File: src/rtl/lsu_pkg.sv
// Shared LSU definitions: access-size encodings, FSM state enum, and the
// byte-lane mask helper used by the initiator and later cache work.
package lsu_pkg;

    localparam logic [1:0] SZ_B = 2'd0;
    localparam logic [1:0] SZ_H = 2'd1;
    localparam logic [1:0] SZ_W = 2'd2;
    localparam logic [1:0] SZ_D = 2'd3;

    // op[2] selects zero-extension for loads
    localparam int OP_UNS_BIT = 2;

    typedef enum logic [1:0] {
        S_IDLE,
        S_REQ,
        S_WAIT,
        S_RESP
    } lsu_state_e;

    // Lanes touched by a 1/2/4/8-byte access at byte offset off; lanes past 7 drop off.
    function automatic logic [7:0] lane_mask(input logic [1:0] size, input logic [2:0] off);
        logic [15:0] m;
        m = ((16'd1 << (5'd1 << size)) - 16'd1) << off;
        return m[7:0];
    endfunction

endpackage

File: src/rtl/lsu_mem_initiator_if.sv
// Execute-side, memory-data-port and writeback handshakes of the LSU initiator.
// master = the initiator itself, slave = its environment.
interface lsu_mem_initiator_if;

    logic        in_valid;
    logic        in_ready;
    logic [31:0] in_bits_addr;
    logic [63:0] in_bits_wdata;
    logic [2:0]  in_bits_op;
    logic        in_bits_wen;
    logic [4:0]  in_bits_rd;

    logic        mem_req_valid;
    logic [31:0] mem_req_bits_addr;
    logic [7:0]  mem_req_bits_mask;
    logic [2:0]  mem_req_bits_op;
    logic [63:0] mem_req_bits_wdata;
    logic        mem_req_bits_memen;
    logic        mem_req_bits_wen;
    logic        mem_resp_valid;
    logic [63:0] mem_resp_bits_rdata;

    logic        out_valid;
    logic        out_ready;
    logic [63:0] out_bits_rdata;
    logic [4:0]  out_bits_rd;
    logic        out_bits_err;

    modport master (
        input  in_valid, in_bits_addr, in_bits_wdata, in_bits_op, in_bits_wen, in_bits_rd,
        output in_ready,
        output mem_req_valid, mem_req_bits_addr, mem_req_bits_mask, mem_req_bits_op,
               mem_req_bits_wdata, mem_req_bits_memen, mem_req_bits_wen,
        input  mem_resp_valid, mem_resp_bits_rdata,
        output out_valid, out_bits_rdata, out_bits_rd, out_bits_err,
        input  out_ready
    );

    modport slave (
        output in_valid, in_bits_addr, in_bits_wdata, in_bits_op, in_bits_wen, in_bits_rd,
        input  in_ready,
        input  mem_req_valid, mem_req_bits_addr, mem_req_bits_mask, mem_req_bits_op,
               mem_req_bits_wdata, mem_req_bits_memen, mem_req_bits_wen,
        output mem_resp_valid, mem_resp_bits_rdata,
        input  out_valid, out_bits_rdata, out_bits_rd, out_bits_err,
        output out_ready
    );

endinterface

File: src/rtl/lsu_load_align.sv
// Combinational load aligner: shifts the addressed bytes of a doubleword down
// to bit 0 and sign/zero-extends them according to size and op[2].
module lsu_load_align
    import lsu_pkg::*;
(
    input  logic [63:0] rdata,
    input  logic [2:0]  offset,
    input  logic [2:0]  op,
    output logic [63:0] data
);

    logic [63:0] shifted;
    logic        sx;

    always_comb begin
        shifted = rdata >> {offset, 3'b000};
        sx      = ~op[OP_UNS_BIT];
        data    = shifted;
        case (op[1:0])
            SZ_B:    data = {{56{sx & shifted[7]}},  shifted[7:0]};
            SZ_H:    data = {{48{sx & shifted[15]}}, shifted[15:0]};
            SZ_W:    data = {{32{sx & shifted[31]}}, shifted[31:0]};
            default: data = shifted;
        endcase
    end

endmodule

File: src/rtl/lsu_mem_initiator.sv
// Single-outstanding load/store initiator for the memory data port.
// Optional: define LSU_MISALIGN_TRAP_EN to fault misaligned accesses without a request.
module lsu_mem_initiator
    import lsu_pkg::*;
#(
    parameter int TIMEOUT_CYCLES = 255
) (
    input  logic                 clock,
    input  logic                 reset,
    lsu_mem_initiator_if.master  io
);

    localparam int CW = $clog2(TIMEOUT_CYCLES + 1);

    lsu_state_e  state, state_nxt;
    logic [31:0] addr_q;
    logic [63:0] wdata_q;
    logic [2:0]  op_q;
    logic        wen_q;
    logic [CW-1:0] cnt, cnt_inc;
    logic        timeout;
    logic        misalign;
    logic [63:0] ld_data;
    logic [63:0] out_rdata_q;
    logic [4:0]  out_rd_q;
    logic        out_err_q;
    logic        is_req;

`ifdef LSU_MISALIGN_TRAP_EN
    logic [3:0] align_m;
    assign align_m  = (4'd1 << io.in_bits_op[1:0]) - 4'd1;
    assign misalign = |(io.in_bits_addr[2:0] & align_m[2:0]);
`else
    assign misalign = 1'b0;
`endif

    assign cnt_inc = cnt + CW'(1);
    // Fires on the TIMEOUT_CYCLES-th WAIT cycle, counting the entry cycle as the first.
    assign timeout = (cnt_inc == CW'(TIMEOUT_CYCLES));

    lsu_load_align u_align (
        .rdata  (io.mem_resp_bits_rdata),
        .offset (addr_q[2:0]),
        .op     (op_q),
        .data   (ld_data)
    );

    always_comb begin
        state_nxt = state;
        case (state)
            S_IDLE: if (io.in_valid) state_nxt = misalign ? S_RESP : S_REQ;
            S_REQ:  state_nxt = io.mem_resp_valid ? S_RESP : S_WAIT;
            S_WAIT: if (io.mem_resp_valid || timeout) state_nxt = S_RESP;
            S_RESP: if (io.out_ready) state_nxt = S_IDLE;
            default: state_nxt = S_IDLE;
        endcase
    end

    always_ff @(posedge clock) begin
        if (!reset) begin
            state       <= S_IDLE;
            addr_q      <= '0;
            wdata_q     <= '0;
            op_q        <= '0;
            wen_q       <= 1'b0;
            cnt         <= '0;
            out_rdata_q <= '0;
            out_rd_q    <= '0;
            out_err_q   <= 1'b0;
        end else begin
            state <= state_nxt;
            case (state)
                S_IDLE: if (io.in_valid) begin
                    addr_q      <= io.in_bits_addr;
                    wdata_q     <= io.in_bits_wdata;
                    op_q        <= io.in_bits_op;
                    wen_q       <= io.in_bits_wen;
                    out_rd_q    <= io.in_bits_rd;
                    out_err_q   <= misalign;
                    out_rdata_q <= '0;
                end
                S_REQ: begin
                    cnt <= '0;
                    if (io.mem_resp_valid) begin
                        out_rdata_q <= wen_q ? 64'd0 : ld_data;
                        out_err_q   <= 1'b0;
                    end
                end
                S_WAIT: begin
                    cnt <= cnt_inc;
                    // A response arriving on the timeout cycle still wins.
                    if (io.mem_resp_valid) begin
                        out_rdata_q <= wen_q ? 64'd0 : ld_data;
                        out_err_q   <= 1'b0;
                    end else if (timeout) begin
                        out_rdata_q <= '0;
                        out_err_q   <= 1'b1;
                    end
                end
                default: ;
            endcase
        end
    end

    assign is_req = (state == S_REQ);

    // Request fields read as zero outside the REQ cycle.
    assign io.in_ready           = (state == S_IDLE);
    assign io.mem_req_valid      = is_req;
    assign io.mem_req_bits_addr  = is_req ? addr_q : 32'd0;
    assign io.mem_req_bits_mask  = is_req ? lane_mask(op_q[1:0], addr_q[2:0]) : 8'd0;
    assign io.mem_req_bits_op    = is_req ? op_q : 3'd0;
    assign io.mem_req_bits_wdata = is_req ? (wdata_q << {addr_q[2:0], 3'b000}) : 64'd0;
    assign io.mem_req_bits_memen = is_req;
    assign io.mem_req_bits_wen   = is_req & wen_q;

    assign io.out_valid      = (state == S_RESP);
    assign io.out_bits_rdata = out_rdata_q;
    assign io.out_bits_rd    = out_rd_q;
    assign io.out_bits_err   = out_err_q;

endmodule

File: src/flat_wrapper.sv
// flat-port wrapper written by rule: the top's interface ports become plain ports
module lsu_mem_initiator_flat import lsu_pkg::*;
#(
    parameter int TIMEOUT_CYCLES = 255
)
  (clock, reset, io_in_valid, io_in_bits_addr, io_in_bits_wdata, io_in_bits_op, io_in_bits_wen, io_in_bits_rd, io_in_ready, io_mem_req_valid, io_mem_req_bits_addr, io_mem_req_bits_mask, io_mem_req_bits_op, io_mem_req_bits_wdata, io_mem_req_bits_memen, io_mem_req_bits_wen, io_mem_resp_valid, io_mem_resp_bits_rdata, io_out_valid, io_out_bits_rdata, io_out_bits_rd, io_out_bits_err, io_out_ready);
  lsu_mem_initiator_if io_i ();
  input  logic clock;
  input  logic reset;
  input wire logic [$bits(io_i.in_valid)-1:0] io_in_valid;
  input wire logic [$bits(io_i.in_bits_addr)-1:0] io_in_bits_addr;
  input wire logic [$bits(io_i.in_bits_wdata)-1:0] io_in_bits_wdata;
  input wire logic [$bits(io_i.in_bits_op)-1:0] io_in_bits_op;
  input wire logic [$bits(io_i.in_bits_wen)-1:0] io_in_bits_wen;
  input wire logic [$bits(io_i.in_bits_rd)-1:0] io_in_bits_rd;
  output wire logic [$bits(io_i.in_ready)-1:0] io_in_ready;
  output wire logic [$bits(io_i.mem_req_valid)-1:0] io_mem_req_valid;
  output wire logic [$bits(io_i.mem_req_bits_addr)-1:0] io_mem_req_bits_addr;
  output wire logic [$bits(io_i.mem_req_bits_mask)-1:0] io_mem_req_bits_mask;
  output wire logic [$bits(io_i.mem_req_bits_op)-1:0] io_mem_req_bits_op;
  output wire logic [$bits(io_i.mem_req_bits_wdata)-1:0] io_mem_req_bits_wdata;
  output wire logic [$bits(io_i.mem_req_bits_memen)-1:0] io_mem_req_bits_memen;
  output wire logic [$bits(io_i.mem_req_bits_wen)-1:0] io_mem_req_bits_wen;
  input wire logic [$bits(io_i.mem_resp_valid)-1:0] io_mem_resp_valid;
  input wire logic [$bits(io_i.mem_resp_bits_rdata)-1:0] io_mem_resp_bits_rdata;
  output wire logic [$bits(io_i.out_valid)-1:0] io_out_valid;
  output wire logic [$bits(io_i.out_bits_rdata)-1:0] io_out_bits_rdata;
  output wire logic [$bits(io_i.out_bits_rd)-1:0] io_out_bits_rd;
  output wire logic [$bits(io_i.out_bits_err)-1:0] io_out_bits_err;
  input wire logic [$bits(io_i.out_ready)-1:0] io_out_ready;
  assign io_i.in_valid = io_in_valid;
  assign io_i.in_bits_addr = io_in_bits_addr;
  assign io_i.in_bits_wdata = io_in_bits_wdata;
  assign io_i.in_bits_op = io_in_bits_op;
  assign io_i.in_bits_wen = io_in_bits_wen;
  assign io_i.in_bits_rd = io_in_bits_rd;
  assign io_in_ready = io_i.in_ready;
  assign io_mem_req_valid = io_i.mem_req_valid;
  assign io_mem_req_bits_addr = io_i.mem_req_bits_addr;
  assign io_mem_req_bits_mask = io_i.mem_req_bits_mask;
  assign io_mem_req_bits_op = io_i.mem_req_bits_op;
  assign io_mem_req_bits_wdata = io_i.mem_req_bits_wdata;
  assign io_mem_req_bits_memen = io_i.mem_req_bits_memen;
  assign io_mem_req_bits_wen = io_i.mem_req_bits_wen;
  assign io_i.mem_resp_valid = io_mem_resp_valid;
  assign io_i.mem_resp_bits_rdata = io_mem_resp_bits_rdata;
  assign io_out_valid = io_i.out_valid;
  assign io_out_bits_rdata = io_i.out_bits_rdata;
  assign io_out_bits_rd = io_i.out_bits_rd;
  assign io_out_bits_err = io_i.out_bits_err;
  assign io_i.out_ready = io_out_ready;
  lsu_mem_initiator #(.TIMEOUT_CYCLES(TIMEOUT_CYCLES)) u_core (.clock(clock), .reset(reset), .io(io_i));
endmodule
File: config.mk
export PLATFORM = sky130hd
export DESIGN_NAME = lsu_mem_initiator_flat
export DESIGN_NICKNAME = d
export VERILOG_FILES = /design/src/rtl/lsu_pkg.sv /design/src/rtl/lsu_mem_initiator_if.sv /design/src/rtl/lsu_load_align.sv /design/src/rtl/lsu_mem_initiator.sv /design/src/flat_wrapper.sv
export SDC_FILE = /design/constraint.sdc
export NUM_CORES = 1
export LEC_CHECK = 0
export CAP_MARGIN = 10
export CORE_MARGIN = 4
export CORE_UTILIZATION = 47
export DETAILED_ROUTE_END_ITERATION = 8
export HOLD_SLACK_MARGIN = 0.1
export PLACE_DENSITY = 0.89
export SYNTH_ARGS = -nofsm -noshare
export SYNTH_HDL_FRONTEND = slang
export SYNTH_SLANG_ARGS = --single-unit
File: constraint.sdc
create_clock -name clock -period 2.6 [get_ports clock]
set_input_delay 0.52 -clock clock [delete_from_list [all_inputs] [get_ports clock]]
set_output_delay 0.52 -clock clock [all_outputs]
set_load 0.03 [all_outputs]
; After elaboration in Yosys (flattened, before gate mapping)
; Index checks and enable logic that the tools add are counted.
[totals]
regBits = 180
latch_bits = 0
ram_bits = 0
mem_bits_ro = 0
input_bits = 174
output_inout_bits = 182
word_cells = 62
n_memories = 0
[op_classes]
addsub = 2
multipliers = 0
div_mod_pow = 0
magnitude_cmp = 0
eq_ne = 11
shifts = 5
muxes = 22
bitwise = 5
n_reduce_logical = 8
[op_table]
columns = operator, n
row1 = 64-bit 2-to-1 mux, 6
row2 = 64-bit one-hot mux with 3 select lines, 2
row3 = 64-bit by 6-bit left shift with 64-bit output, 1
row4 = 64-bit by 6-bit >> shifter with 64-bit output, 1
row5 = 32-bit 2-to-1 mux, 1
row6 = 8-bit one-hot mux with 2 select lines, 1
row7 = 1-bit by 5-bit left shift with 16-bit output (first input constant), 1
row8 = 16-bit by 3-bit left shift with 8-bit output, 1
row9 = 16-bit by 1-bit subtractor with 16-bit output (second input constant), 1
row10 = 8-bit by 1-bit adder with 8-bit output (second input constant), 1
row11 = 8-bit equality test (second input constant), 1
row12 = 8-bit 2-to-1 mux, 1
row13 = 2-bit one-hot mux with 4 select lines, 1
row14 = 2-bit equality test (second input constant), 3
row15 = 2-bit 2-to-1 mux, 3
row16 = 1-bit 2-to-1 mux, 5
row17 = 1-bit by 2-bit left shift with 5-bit output (first input constant), 1
row18 = 1-bit bitwise AND, 4
row19 = 2-bit by 1-bit equality test with 1-bit output (second input constant), 2
row20 = 2-bit logical NOT, 2
row21 = 2-bit by 1-bit inequality test with 1-bit output (second input constant), 2
row22 = 2-bit inequality test (second input constant), 2
row23 = 4-bit AND reduction, 1
row24 = 3-bit 2-to-1 mux, 1
row25 = 8 further kinds, 8

; Logic depth before layout (Yosys ltp)
; Gate-level depths: netlist (run 1).
[logic_depth]
ltp_word = 6
mapped_depth = 9
depth_no_buf = 7

; Modules after synthesis
; Synthesis (run 1) repeated with hierarchy kept, for this count alone.
[hier_totals]
cells_unflattened = 1413
hier_area_um2 = 11633.7
[modules_own_cells]
columns = mod, n_inst, cells_per_inst, area_per_inst_um2
row1 = lsu_mem_initiator, 1, 1149, 9334.0
row2 = lsu_load_align, 1, 264, 2299.7

; Worst setup path before layout (run 1)
; OpenSTA, ideal clock, no wires.
[synth_path]
kind = register to output
startpoint = reg u_core.state[1]
endpoint = out io_mem_req_bits_mask[2]
arrival_ns = 2.333
setup_slack_ns = -0.253
path_stages_with_launch = 9
cell_sequence = dfxtp_1 inv_1 ha_1 buf_2 clkinv_1 nor2_1 clkbuf_1 nand2_1 a21oi_1
[synth_via]
elab_chain_len = 2
[synth_rtl]
columns = item, line
row1 = from (decl), lsu_mem_initiator.sv:15  ; lsu_state_e state, state_nxt;
row2 = from (signal assigned), lsu_mem_initiator.sv:71  ; state <= state_nxt;
row3 = 2-bit by 1-bit equality test with 1-bit output, lsu_mem_initiator.sv:105  ; assign is_req = (state == S_REQ);
row4 = net io_mem_req_bits_memen, flat_wrapper.sv:22  ; output wire logic [$bits(io_i.mem_req_bits_memen)-1:0] io_mem_req_bits_memen;
row5 = 8-bit 2-to-1 mux, lsu_mem_initiator.sv:111  ; assign io.mem_req_bits_mask = is_req ? lane_mask(op_q[1:0], addr_q[2:0]) : 8'd0;
row6 = to (decl), flat_wrapper.sv:19  ; output wire logic [$bits(io_i.mem_req_bits_mask)-1:0] io_mem_req_bits_mask;
; The timed path passes the listed nets, and every way through them passes these cells.

; Worst setup path after layout (run 1)
[layout_path]
startpoint = reg u_core.addr_q[1]
endpoint = out io_mem_req_bits_wdata[52]
[layout_via]
elab_chain_len = 2
[layout_rtl]
columns = item, line
row1 = from (decl), lsu_mem_initiator.sv:16  ; logic [31:0] addr_q;
row2 = from (signal assigned), lsu_mem_initiator.sv:74  ; addr_q <= io.in_bits_addr;
row3 = 64-bit by 6-bit left shift with 64-bit output, lsu_mem_initiator.sv:113  ; assign io.mem_req_bits_wdata = is_req ? (wdata_q << {addr_q[2:0], 3'b000}) : 64'd0;
row4 = 64-bit 2-to-1 mux, lsu_mem_initiator.sv:113
row5 = to (decl), flat_wrapper.sv:21  ; output wire logic [$bits(io_i.mem_req_bits_wdata)-1:0] io_mem_req_bits_wdata;
; Every way passes these cells.

==> results of run 1 <==
==> worst min-delay path by stage <==
stage,cells past startpoint,slack (ns),startpoint,end
after global routing,2,0.46,reset,u_core.op_q[1]
after floorplan,2,0.44,u_core.addr_q[10],u_core.addr_q[10]
after detailed placement,1,0.45,u_core.io.out_bits_rdata[31],u_core.io.out_bits_rdata[31]
final,2,0.46,reset,u_core.op_q[1]
after global placement,2,0.45,u_core.io.out_bits_rdata[5],u_core.io.out_bits_rdata[5]
after CTS,2,0.45,reset,u_core.cnt[7]
==> cells by family (layout without fill, tap and decap cells) <==
family	count (synthesis)	count (layout)	synth area share, %
fa+ha+maj	6	6	0.6838
mux	161	161	19.36
other cells	0	5	0
xor+xnor	1	1	0.07980
compound gates	320	321	21.71
buf+inv	126	472	5.539
flops	180	180	32.82
simple gates	494	494	19.80
==> report_power, final <==
group	total (mW)	internal, mW	switching, mW	leakage [nW]
Clock	2.59	1.31	1.29	0.284
Combinational	6.09	2.49	3.61	4.21
Sequential	3.55	3.15	0.406	1.47
Total	12.2	6.94	5.30	5.96
==> Yosys cell counts (6+ instances only) <==
cell and n:
a211o_1 13, a211oi_1 12, a21boi_0 107, a21oi_1 44
a221o_1 11, a221oi_1 17, a22o_1 7, a22oi_1 8
and2_1 53, buf_1 6, buf_2 30, buf_4 14
buf_6 6, clkbuf_1 58, dfxtp_1 180, ha_1 6
inv_1 11, mux2_2 57, mux2i_1 68, mux4_2 35
nand2_1 273, nand2b_1 7, nor2_1 95, nor2b_1 35
nor3_1 9, o21ai_0 31, o22ai_1 13, o2bb2ai_1 35
==> stage by stage <==
step	setup WS, ns	instance area (um2)	hold slack [ns]	util [%]
after global routing	-0.06305	15870	0.4602	69.67
after global placement	-0.1551	14970	0.4457	65.73
after floorplan	-0.01263	11030	0.4388	-
after detailed placement	-0.2357	14970	0.4534	65.73
final	0.01576	15870	0.4591	69.67
after CTS	0.004396	15680	0.4453	68.82
==> routing by layer <==
metal	up-vias	wire length (um)	share of wire (%)
li1	5244	-	-
met1	5484	16150	38
met2	746	19960	47
met3	127	4516	11
met4	4	1798	4.2
met5	-	26	0.061
==> area by class of cell <==
| cell class | count | area [um2] | area share (%) |
|---|---|---|---|
| Clock inverter | 14 | 137.6 | 0.8673 |
| Clock buffer | 18 | 439.2 | 2.767 |
| Timing Repair Buffer | 428 | 4274 | 26.93 |
| Sequential cell | 180 | 3618 | 22.80 |
| Inverter | 12 | 48.80 | 0.3075 |
| Antenna cell | 5 | 12.51 | 0.07885 |
| Tap cell | 313 | 391.6 | 2.468 |
| Multi-Input combinational cell | 983 | 6947 | 43.78 |
==> state kept, by name (all words and copies together) (netlist names) <==
signal and flops:
u_core.state 2, u_core.io.out_bits_rdata 64, u_core.addr_q 32, u_core.wen_q 1
u_core.wdata_q 64, u_core.op_q 3, u_core.io.out_bits_err 1, u_core.cnt 8
u_core.io.out_bits_rd 5
==> critical path, cell delays in order (launching register included) <==
cell     delay (ns)
dfxtp_4        0.39
buf_4          0.16
nor2b_2        0.40
nand2_1        0.13
o21ai_0        0.14
a21oi_1        0.11
nor2_1         0.13
buf_4          0.18
==> timing repair <==
item                       CTS  global route
resized for setup           12            33
setup endpoints to repair   69            86
cloned                       0             2
setup buffers               10             6
==> results by group, run 1 <==
Run status
  • Status: finished clean

Clocking
  • Clk sink count: 180
  • Reg clk slew, reported paths: around 0.080 ns
  • Maximum buffer depth of the clock tree: 2
  • Root Buffer: clkbuf_16
  • CTS tree: done
  • Post-CTS Hold Buffers: 0
  • Cts bufs inserted: 17
  • H-tree levels: 4
  • Skew-Pair Late Insertion Delay: roughly 0.44 ns

Worst setup path
  • R2R Setup Slk: 0.14 ns
  • Reg2reg start: u_core.state[0]
  • Crit start category: register
  • Setup crit end kind: output pin
  • Worst Reg-to-Reg Cells: 7
  • CP required: about 2.1 ns
  • Worst setup startpoint: u_core.addr_q[1]
  • Reg-to-Reg End: u_core.io.out_bits_rdata[11]
  • WP data arrival: roughly 2 ns
  • Critical path peak fanout: 9
  • Setup Crit Path Kind: reg2out
  • Setup crit end: io_mem_req_bits_wdata[52]

Synthesis
  • Yosys reg bits: between 150 and 200
  • Synth area leader: dfxtp_1
  • Post-synthesis async set-or-reset flop share: 0%
  • Sequential share of the synthesized area: between 30 and 40%
  • Top_reg_cell synth: dfxtp_1
  • Synth Warn #: 0
  • Mean post-synth cell area: around 8.5 um2
  • Post-synthesis cell count: between 1000 and 1500
  • Yosys top cell area share: 32.82%
  • Post-synthesis instance area: between 10000 and 15000 um2
  • Yosys cell types: 59
  • Syn_nets: approximately 1500
  • EDFF count, synth: 0
  • Area contributors post-synth: dfxtp_1 (33%), nand2_1 (9.3%), a21boi_0 (7.3%)

STA
  • Fin. max-slew vios: 0
  • Final Hold Vio Count: 0
  • Worst Skew: 0.009777 ns
  • Final period util: roughly 99%
  • Setup TNS Final: 0 ns
  • RSZ-0062 raised after global routing: true
  • Slew headroom: a little over a third
  • Fmax: about 0.39 GHz
  • Least-Margin Pin Slew: about 0.95 ns
  • Final setup vio count: 0
  • Final Critical Period: ~2.6 ns

Power
  • Peak supply drop: about 0.45 mV
  • Pleak: between 5 and 6 nW
  • Pwr/cell area: approximately 770 nW/um2
  • Tot Pwr: 12.24 mW

Placed design
  • DPL Wire Length: 31320 um
  • Post-Place Cells: 1899
  • RD Place Congestion: roughly 0.99
  • I/O Buffers: about 360

Detailed routing
  • Wire per inst: between 20 and 25 um
  • DRC viols: 0
  • Vias per Instance: around 5.9
  • Antenna Nets Post-Route: 0
  • Routed WL: approximately 42000 um
  • DR pass1 iterations: 5
  • Initial DRC count: around 1500
  • Vias: between 10000 and 15000

Final layout
  • Fill count: 1677
  • Commonest non-fill, non-tap cells in the layout: nand2_1 (270), clkdlybuf4s50_1 (243), dfxtp_1 (176), buf_4 (143), a21boi_0 (107)
  • Final non-filler cell total: between 1500 and 2000
  • Share of cells above drive strength 1: 22.32%
  • Most common cell after layout, fill and taps aside: nand2_1
  • Nets: around 1800
  • Synthesis-to-finish area growth: 44.55%

Hold path
  • HP Class: in2reg

GRT
  • GRT Total Usage: between 30% and 40%
  • First-pass GRT wire length: between 60000 and 70000 um
  • GRT Max-Usage Layer: met2
  • Vias in the first global route: 11360
  • Met3 usage: a little over 7%
  • Met1 Resource Use GR: about two fifths
  • Pin count of the biggest net entering global routing: between 100 and 150
  • Initial antenna violation count: 7
  • Gr ovfl total: 0
  • Met2 global-route usage: between 50% and 60%

Floorplanning
  • DIE AREA: about 26000 um2
  • Initial Util: around half
  • Core box area: 22780 um2
  • Die Ht: between 150 and 200 um
  • Chip Width: around 160 um
  • # rows: 55
  • Io pins: around 360

Flow run
  • Max Cap Viol: 0
Power figures use the tool's default switching activity.
==> run 2, diff against run 1 <==
Settings changed: CORE_UTILIZATION 47 to 40, PLACE_DENSITY 0.89 to 0.79.
==> run 2 against run 1 <==
Net effect:
- non-clock buffer count grew 18
- design area increased by 4.5%
- wire length grew 4.8%
- final cell count grew 2.3%
- register-to-register slack lost 0.04 ns
- largest cell class unchanged
- largest power group unchanged
==> results by group, run 2 (synthesis gave the netlist of run 1 again) <==
Clocking
  • H-tree levels: 4
  • Cts bufs inserted: 17
  • Skew-Pair Late Insertion Delay: roughly 0.43 ns
  • Reg clk slew, reported paths: around 0.08 ns
  • Clk sink count: 180
  • Maximum buffer depth of the clock tree: 2
  • Root Buffer: clkbuf_16
  • CTS tree: done

Final layout
  • Commonest non-fill, non-tap cells in the layout: nand2_1 (268), clkdlybuf4s50_1 (243), dfxtp_1 (175), buf_4 (126), a21boi_0 (107)
  • Synthesis-to-finish area growth: 51.12%
  • Final Util: about 62%
  • Fill count: ~2300
  • Share of cells above drive strength 1: around a quarter
  • Most common cell after layout, fill and taps aside: nand2_1
  • Nets: between 1500 and 2000

Worst setup path
  • WP data arrival: between 2 and 2.5 ns
  • Worst setup startpoint: u_core.addr_q[0]
  • Reg2reg start: u_core.state[0]
  • Setup Crit Path Kind: reg2out
  • Setup crit end kind: output pin
  • Crit start category: register
  • CP required: roughly 2.1 ns
  • Worst Reg-to-Reg Cells: 7
  • Critical path peak fanout: 15

STA
  • Final worst setup slack: roughly 0.044 ns
  • Final setup vio count: 0
  • Worst Skew: 0.01174 ns
  • WHS: 0.4623 ns
  • RSZ-0062 raised after global routing: true
  • Slew headroom: 24.53%
  • Final Hold Vio Count: 0
  • Final period util: slightly below 100%
  • Least-Margin Pin Slew: about 1.1 ns
  • Fmax: a little under 0.4 GHz
  • Fin. max-slew vios: 0
  • Final Critical Period: approximately 2.6 ns

Placed design
  • DPL Wire Length: 32800 um
  • Pre-CTS setup slack: -0.1425 ns
  • I/O Buffers: about 360
  • RD Place Congestion: approximately 0.95

GRT
  • Gr ovfl total: 0
  • Initial antenna violation count: 3
  • GRT Total Usage: between 20 and 30%
  • First-pass GRT wire length: between 60000 and 70000 um
  • Vias in the first global route: 11260
  • Pin count of the biggest net entering global routing: between 100 and 150

Detailed routing
  • Antenna Nets Post-Route: 0
  • Initial DRC count: around 930
  • Wire per inst: around 22 um
  • Vias: around 11000
  • Routed WL: between 40000 and 50000 um
  • DR pass1 iterations: 8
  • DRC viols: 0
  • Vias per Instance: around 5.7

Floorplanning
  • Initial Util: 40.73%
  • Die Ht: 173.7 um
  • DIE AREA: 30160 um2
  • # rows: 60
  • Core box area: 26950 um2
  • Chip Width: roughly 170 um
  • Io pins: approximately 360

Hold path
  • Min-Delay Startpoint: u_core.addr_q[16]
  • HP Class: reg2reg
  • Hold Path Stages: 2

Power
  • Tot Pwr: around 13 mW
  • Pleak: 6.178 nW
  • Peak supply drop: between 0.4 and 0.5 mV
  • Pwr/cell area: about 760 nW/um2

Run status
  • Status: finished clean

Flow run
  • Max Cap Viol: 0
-- run 2: layer usage --
metal  GRT usage (%)  routed length, um
met5               0                  0
met1           32.77              16670
met3           8.201               4368
met2           47.28              21320
met4           12.97               2132
-- run 2: final cells by class --
cell class | count | area [um2] | share of cell area (%)
flip-flops and latches | 180 | 3620 | 21.82
clock buffers | 17 | 425.4 | 2.564
repair buffers | 446 | 4836 | 29.15
multi-input cells | 983 | 7064 | 42.58
well taps | 341 | 426.7 | 2.572
diodes | 3 | 7.507 | 0.04525
clock inverters | 15 | 162.7 | 0.9805
inverters | 12 | 47.55 | 0.2866
-- run 2: final timing paths --
path                                   to  slack, ns
max             io_mem_req_bits_wdata[62]       0.04
min                     u_core.addr_q[16]       0.46
max reg2reg  u_core.io.out_bits_rdata[35]       0.10
min reg2reg             u_core.addr_q[16]       0.46
-- run 2: timing repair --
item | CTS | global route
gates cloned | 2 | 1
pin swaps | 1 | 8
buffers inserted | 8 | 10
resized for setup | 34 | 50
hold buffers | 0 | 0
endpoints found under the setup margin | 94 | 93
-- run 2: through the flow --
| stage | cells | instance area (um2) | setup TNS [ns] |
|---|---|---|---|
| floorplan | 1288 | 11030 | -0.01753 |
| global placement | 1942 | 15520 | -4.001 |
| detailed placement | 1942 | 15520 | -4.932 |
| CTS | 1984 | 16340 | -0.002216 |
| global route | 1997 | 16590 | -0.02843 |
| finish | 1997 | 16590 | 0 |
-- run 2: where the power goes --
group / switching (mW) / internal, mW
clock: 1.30 / 1.29
sequential: 0.393 / 3.15
combinational: 3.76 / 2.78
total: 5.46 / 7.22
-- run 2: critical path, cell delays in order (launching register included) --
cell     delay [ns]
dfxtp_4        0.40
buf_6          0.20
mux2i_2        0.34
nand2_1        0.12
o21ai_1        0.12
buf_4          0.16
o22ai_2        0.10
buf_12         0.16
